**config.mk**
```make
export PLATFORM = sky130hd
export DESIGN_NAME = tachometer_multi
export DESIGN_NICKNAME = d
export VERILOG_FILES = /design/src/rtl/tachometer_multi_pkg.sv /design/src/rtl/tachometer_multi_channel.sv /design/src/rtl/tachometer_multi.sv
export SDC_FILE = /design/constraint.sdc
export NUM_CORES = 1
export LEC_CHECK = 0
export CAP_MARGIN = 20
export CORE_ASPECT_RATIO = 1.5
export CORE_UTILIZATION = 55
export CTS_CLUSTER_DIAMETER = 200
export CTS_CLUSTER_SIZE = 8
export DETAILED_ROUTE_END_ITERATION = 10
export PLACE_DENSITY_LB_ADDON = 0.08
export SLEW_MARGIN = 20
export SYNTH_ARGS = -nofsm -noshare
export SYNTH_HDL_FRONTEND = slang
export SYNTH_SLANG_ARGS = --single-unit
export TNS_END_PERCENT = 5
```
**constraint.sdc**
```tcl
create_clock -name clock -period 14.29 [get_ports clock]
set_clock_uncertainty 0.05 [all_clocks]
set_input_delay 3.5725 -clock clock [delete_from_list [all_inputs] [get_ports clock]]
set_output_delay 3.5725 -clock clock [all_outputs]
set_load 0.05 [all_outputs]
```
**src/rtl/tachometer_multi_pkg.sv**
```systemverilog
// Shared types and helpers for the multi-channel tachometer.
// Holds the edge-mode enum, sync depth and saturating add.
package tachometer_pkg;

  localparam int SYNC_STAGES = 2;

  typedef enum logic {
    EDGE_RISE = 1'b0,
    EDGE_BOTH = 1'b1
  } edge_mode_e;

  // 32-bit saturating increment; caller truncates to its width
  function automatic logic [31:0] sat_add(
    input logic [31:0] cnt,
    input logic        inc,
    input int unsigned width
  );
    logic [31:0] top;
    top = (width >= 32) ? 32'hFFFF_FFFF
                        : ((32'd1 << width) - 32'd1);
    return (inc && (cnt < top)) ? cnt + 32'd1 : cnt;
  endfunction

endpackage

```
**src/rtl/tachometer_multi_channel.sv**
```systemverilog
// One tachometer channel: synchroniser, edge detect,
// saturating window counter and latched result.
module tach_channel
  import tachometer_pkg::*;
#(
  parameter int COUNT_WIDTH = 16
) (
  input  logic                   clock,
  input  logic                   system_reset,
  input  logic                   enable,
  input  logic                   both_edges,
  input  logic                   encoder_in,
  input  logic                   window_tick,
  output logic [COUNT_WIDTH-1:0] count_latched,
  output logic                   overflow
);

  logic [SYNC_STAGES:0]   pipe;
  logic [COUNT_WIDTH-1:0] cnt;
  logic [COUNT_WIDTH-1:0] cnt_next;
  logic                   sat;
  logic                   s2;
  logic                   s3;
  logic                   rise;
  logic                   fall;
  logic                   hit;
  logic                   full;
  edge_mode_e             mode;

  assign mode = edge_mode_e'(both_edges);
  assign s2   = pipe[SYNC_STAGES-1];
  assign s3   = pipe[SYNC_STAGES];
  assign rise = s2 & ~s3;
  assign fall = ~s2 & s3;
  assign hit  = rise | ((mode == EDGE_BOTH) & fall);
  assign full = &cnt;

  assign cnt_next =
    COUNT_WIDTH'(sat_add(32'(cnt), hit, COUNT_WIDTH));

  // Synchroniser plus history flop; runs even when disabled
  always_ff @(posedge clock or posedge system_reset) begin
    if (system_reset) begin
      pipe <= '0;
    end else begin
      pipe <= {pipe[SYNC_STAGES-1:0], encoder_in};
    end
  end

  // Window counter; terminal-cycle edge joins closing window
  always_ff @(posedge clock or posedge system_reset) begin
    if (system_reset) begin
      cnt           <= '0;
      sat           <= 1'b0;
      count_latched <= '0;
      overflow      <= 1'b0;
    end else if (!enable) begin
      cnt <= '0;
      sat <= 1'b0;
    end else if (window_tick) begin
      count_latched <= cnt_next;
      overflow      <= sat | (full & hit);
      cnt           <= '0;
      sat           <= 1'b0;
    end else begin
      cnt <= cnt_next;
      if (full & hit) begin
        sat <= 1'b1;
      end
    end
  end

endmodule

```
**src/rtl/tachometer_multi.sv**
```systemverilog
// Multi-channel encoder tachometer over a shared gate window.
// Owns the window timer, valid strobe and output packing.
module tachometer_multi
  import tachometer_pkg::*;
#(
  parameter int NUM_CHANNELS = 4,
  parameter int COUNT_WIDTH  = 16,
  parameter int CLOCK_FREQ   = 100000000,
  parameter int GATE_HZ      = 1000
) (
  input  logic                                clock,
  input  logic                                system_reset,
  input  logic                                enable,
  input  logic                                both_edges,
  input  logic [NUM_CHANNELS-1:0]             encoder_in,
  output logic [NUM_CHANNELS*COUNT_WIDTH-1:0] data_out,
  output logic [NUM_CHANNELS-1:0]             overflow,
  output logic                                data_valid,
  output logic                                window_tick
);

  localparam int GATE_CLOCKS = CLOCK_FREQ / GATE_HZ;
  localparam int TW = $clog2(GATE_CLOCKS);
  localparam logic [TW-1:0] LAST = TW'(GATE_CLOCKS - 1);

  if (GATE_CLOCKS < 4) begin : g_gate_check
    $error("GATE_CLOCKS must be at least 4");
  end

  logic [TW-1:0] timer;

  assign window_tick = enable & (timer == LAST);

  // Gate timer; held at zero while disabled
  always_ff @(posedge clock or posedge system_reset) begin
    if (system_reset) begin
      timer <= '0;
    end else if (!enable || timer == LAST) begin
      timer <= '0;
    end else begin
      timer <= timer + 1'b1;
    end
  end

  // Valid strobe follows the terminal cycle by one clock
  always_ff @(posedge clock or posedge system_reset) begin
    if (system_reset) begin
      data_valid <= 1'b0;
    end else begin
      data_valid <= window_tick;
    end
  end

  for (genvar i = 0; i < NUM_CHANNELS; i++) begin : g_ch
    logic [COUNT_WIDTH-1:0] count_latched;

    tach_channel #(
      .COUNT_WIDTH(COUNT_WIDTH)
    ) u_ch (
      .clock        (clock),
      .system_reset (system_reset),
      .enable       (enable),
      .both_edges   (both_edges),
      .encoder_in   (encoder_in[i]),
      .window_tick  (window_tick),
      .count_latched(count_latched),
      .overflow     (overflow[i])
    );

    assign data_out[i*COUNT_WIDTH +: COUNT_WIDTH] = count_latched;
  end

endmodule
```
After elaboration in Yosys (flattened, before gate mapping)

Index checks and enable logic that the tools add are counted.

Add/subtract/negate cells: 5
Multiplexer cells: 25
Reduce and logical (&&, ||, !) cells: 11
Magnitude comparators: 4
Bitwise operators: 33
Eq/ne operators: 5

Operators by type and width:

| operator                                           | count |
|---|---|
| 2-to-1 mux 16 bit                                  | 12 |
| adder 16 x 1 -> 16 bit, second input constant      | 4 |
| less-than comparator 16 bit, second input constant | 4 |
| AND reduction 16 bit                               | 4 |
| adder 17 x 1 -> 17 bit, second input constant      | 1 |
| AND 1 bit                                          | 17 |
| == test 17 bit, second input constant              | 1 |
| 2-to-1 mux 17 bit                                  | 1 |
| 2-to-1 mux 1 bit                                   | 12 |
| != test 3 x 1 -> 1 bit, second input constant      | 4 |
| NOT 1 bit                                          | 8 |
| OR 1 bit                                           | 8 |
| logical AND 1 bit                                  | 4 |
| AND reduction 2 bit                                | 1 |
| logical NOT 1 bit                                  | 1 |
| logical OR 1 bit                                   | 1 |

Flip-flop bits (word level): 166
Output and inout port bits: 70

Depth between registers and ports, before layout

Word-level depth: 8
Gate-level depth with buffers: 9

Hierarchy

From an unflattened synthesis, not the netlist that was laid out.

Cells, all modules: 763
Area, all modules: 7,892.6 sq um

By module, submodules not included:

| module           | seq. area each (sq um) | cells an instance | instances | area each (sq um) |
|---|---|---|---|---|
| tach_channel     | 925.9                  | 168               | 4         | 1,739.2 |
| tachometer_multi | 450.4                  | 91                | 1         | 935.9 |

Least setup slack after synthesis

No wires, ideal clock.

Path kind: in2out
Start: input port enable
End: output port window_tick
Stages on the path: 3
Data arrival time: 4.242 ns
Path slack: 6.426 ns
Buffers on the path: 1
Path through: nand2_1 -> clkbuf_1 -> inv_1

Cells in the longest elaborated chain, start to end: 1

Ends and longest elaborated chain:

| what            | line                   | source |
|---|---|---|
| start, declared | tachometer_multi.sv:13 | `input logic enable,` |
| AND 1 bit       | tachometer_multi.sv:32 | `assign window_tick = enable & (timer == LAST);` |
| end, declared   | tachometer_multi.sv:19 | `output logic window_tick` |

No other way between the ends.

Final worst setup path

Same ends and word-level chain as after synthesis.

==> out/qor.yml <==
synth:
  syn_inst: 728
  synth_enable_flop_cells: 0
  yosysTopAreaCellShare_pct: 57.0
  yosysUniqueCellTypes: 51
  postSynthAreaPerCell_sq_um: 10.0
  synth.cell_area_sq_um: 7290
  synth_fp_nets: 741
  async_reset_ff_share_pct: 100
  yosys_warnings: 0
  yosysSeqAreaShare_pct: 57.0
  synthFlopType: "dfrtp_1"
  synthTopCellsByArea: "dfrtp_1, nor2_1, nand2_1"
  yosysMostFrequentCell: "dfrtp_1"
  ys_seq_elements: 166
  synth_top_cell_by_area: "dfrtp_1"
  synth_common_cells: "dfrtp_1, nor2_1, nand2_1"
sta:
  period_minus_slack_ns: 8.79
  hold_viol: 0
  fmax_mhz: 114
  rsz0062_at_grt: "no"
  period_share_pct: 61.5
  finalSetupTns_ns: 0
  setup_slack_ns: 5.50
  maxSlewHeadroom_pct: 32.2
  worst_pin_slew_ns: 1.01
  slew_violations: 0
  finalSetupViolations: 0
critical_path:
  path_class: "in2out"
  cp_cell_sequence: "clkdlybuf4s50_1 -> nand2_1 -> inv_1 -> clkdlybuf4s50_1"
  cpMostUsedCell: "clkdlybuf4s50_1"
  slowest_stage: "clkdlybuf4s50_1"
  required_ns: 10.67
  path_max_fanout: 4
  crit_arrival_ns: 5.17
  cp_slowest_stage_delay_ns: 0.80
  startpoint_type: "input pin"
  critPathCaptureType: "output pin"
drt:
  drt_wl_total_mm: 15.4
  final_antenna_net_count: 0
  num_vias: 5542
  dr.first_iter.drc_count: 295
  dr.pass1.iters: 4
  viasPerCell: 5.73
  wire_per_inst_um: 16.0
  drc: 0
floorplan:
  die-area_sq_um: 13700
  die_h_um: 143
  io_pins: 78
  core_sq_um: 13000
  row_count: 51
  initial_core_util_pct: 56.3
  die_w_um: 96.0
place:
  dp_hpwl_mm: 10.2
  portBuffers: 77
  gp_routability_congestion: 0.860
  dpl_worst_slack_ns: 5.49
global_route:
  grt_first_pass_wirelength_mm: 26.0
  grt_util_all_layers_pct: 24.8
  grt_antenna_before_repair: 0
  grt_max_degree: 95
  gr-total-overflow: 0
  grt_pass1_vias: 5541
clocking:
  cts_tree: "done"
  cts_resized: 0
  clk_path_buf_depth: 2
  path_clk_slew_ns: 0.06
  cts_buffers: 17
  cts_num_sinks: 166
  clock_latency_ns: 0.42
  cts_setup_buffers: 0
  htree_num_levels: 4
  cts_root_buffer: "clkbuf_16"
  cts_hold_repair.buffers: 0
power:
  p_sw_uw: 221
  clkPwrFrac_pct: 48.1
  combPwrFrac_pct: 3.8
  internal_power_uw: 779
  ir_drop_mv: 0.0748
  p_leak_uw: 0.00377
  seqPwrFrac_pct: 48.1
  swShare_pct: 22.1
  pwr_density_cell_nw_per_um2: 114
min_path:
  hold_path_class: "reg2reg"
final_layout:
  finalNetCount: 809
  antenna_cells: 0
  area_delta_synth_final_pct: 20.7
  drive_gt1_share_pct: 5.44
  fin_util_pct: 67.9
  fillerInstances: 1009
job:
  maxCapViolations: 0
status:
  status: "completed"
==> stage by stage <==
| step | hold WS (ns) | instances | area (sq um) | power [uW] |
|---|---|---|---|---|
| after floorplan | 0.281 | 728 | 7290 | 515 |
| after global placement | 0.285 | 936 | 8170 | 527 |
| after detailed placement | 0.286 | 936 | 8170 | 528 |
| after CTS | 0.299 | 968 | 8800 | 1010 |
| after global routing | 0.304 | 968 | 8800 | 1030 |
| final | 0.299 | 968 | 8800 | 999 |
==> layout by cell type, fill, tap and decap left out, drive strengths merged, types with 4 or more instances in the layout <==
master	netlist	final
nor4	7	7
a21o	4	4
nand3	38	38
and3	17	17
clkbuf	27	20
and4	7	7
nand2	88	88
nand4	17	17
dfrtp	166	166
mux2i	12	12
nor3	15	15
nor2	96	96
inv	7	10
nor2b	4	4
nand3b	5	5
a31oi	5	5
xor2	24	24
buf	6	5
a21oi	21	21
o21ai	71	71
o31ai	4	4
clkdlybuf4s50	0	77
xnor2	28	28
ha	5	5
clkinv	0	5
or4	7	7
==> routing by layer <==
metal	GRT usage (%)	vias to the layer above	wire length, um
li1	-	2683	-
met1	30.5	2715	6750
met2	42.5	128	7940
met3	5.27	16	572
met4	8.33	0	179
met5	0	-	0
==> area by class of cell <==
type	instances	area (sq um)	area share [%]
Clock buffer	20	467	5.30
Clock inverter	12	166	1.89
Inverter	7	31.3	0.355
Multi-Input combinational cell	522	2980	33.8
Sequential cell	166	4150	47.2
Tap cell	159	199	2.26
Timing Repair Buffer	82	808	9.18
==> state kept, by name (all words and copies together), names as in the netlist <==
name,count
g_ch.u_ch.overflow,4
g_ch.u_ch.pipe,12
g_ch.u_ch.count_latched,64
timer,17
g_ch.u_ch.cnt,64
data_valid,1
g_ch.u_ch.sat,4
==> critical path: cells and delay by family <==
| kind | cells | cell delay, ns |
|---|---|---|
| simple gates | 1 | 0.14 |
| buf+inv | 3 | 1.45 |
==> path summary, 6_finish.rpt <==
path / from / end / slack (ns) / cells after the start
worst max-delay path: enable / window_tick / 5.50 / 4
worst min-delay path: g_ch[1].u_ch.pipe[0] / g_ch[1].u_ch.pipe[1] / 0.30 / 0
worst max register to register: timer[11] / g_ch[3].u_ch.count_latched[11] / 11.00 / 6
worst min register to register: g_ch[1].u_ch.pipe[0] / g_ch[1].u_ch.pipe[1] / 0.30 / 0
max in group asynchronous: system_reset / g_ch[2].u_ch.cnt[5] / 9.20 / 3
min in group asynchronous: system_reset / g_ch[1].u_ch.count_latched[14] / 3.62 / 2
==> logic make-up after synthesis <==
group	after synthesis	synth area share, %
AO/OA/AOI/OAI	127	10.1
XOR/XNOR	52	6.24
adder cells (fa/ha/maj)	5	0.858
buffers and inverters	40	2.30
flip-flops	166	57.0
multiplexers	13	1.80
AND/OR/NAND/NOR	325	21.7
==> power by group through the flow <==
stage               registers, uW  logic, uW  clock network [uW]
detailed placement            489       38.6                   0
CTS                           481       38.6                 490
finish                        481       37.6                 481
floorplan                     493       22.0                   0
global route                  481       42.6                 510
global placement              489       37.6                   0
No activity file was read; power rests on OpenSTA's default activity.
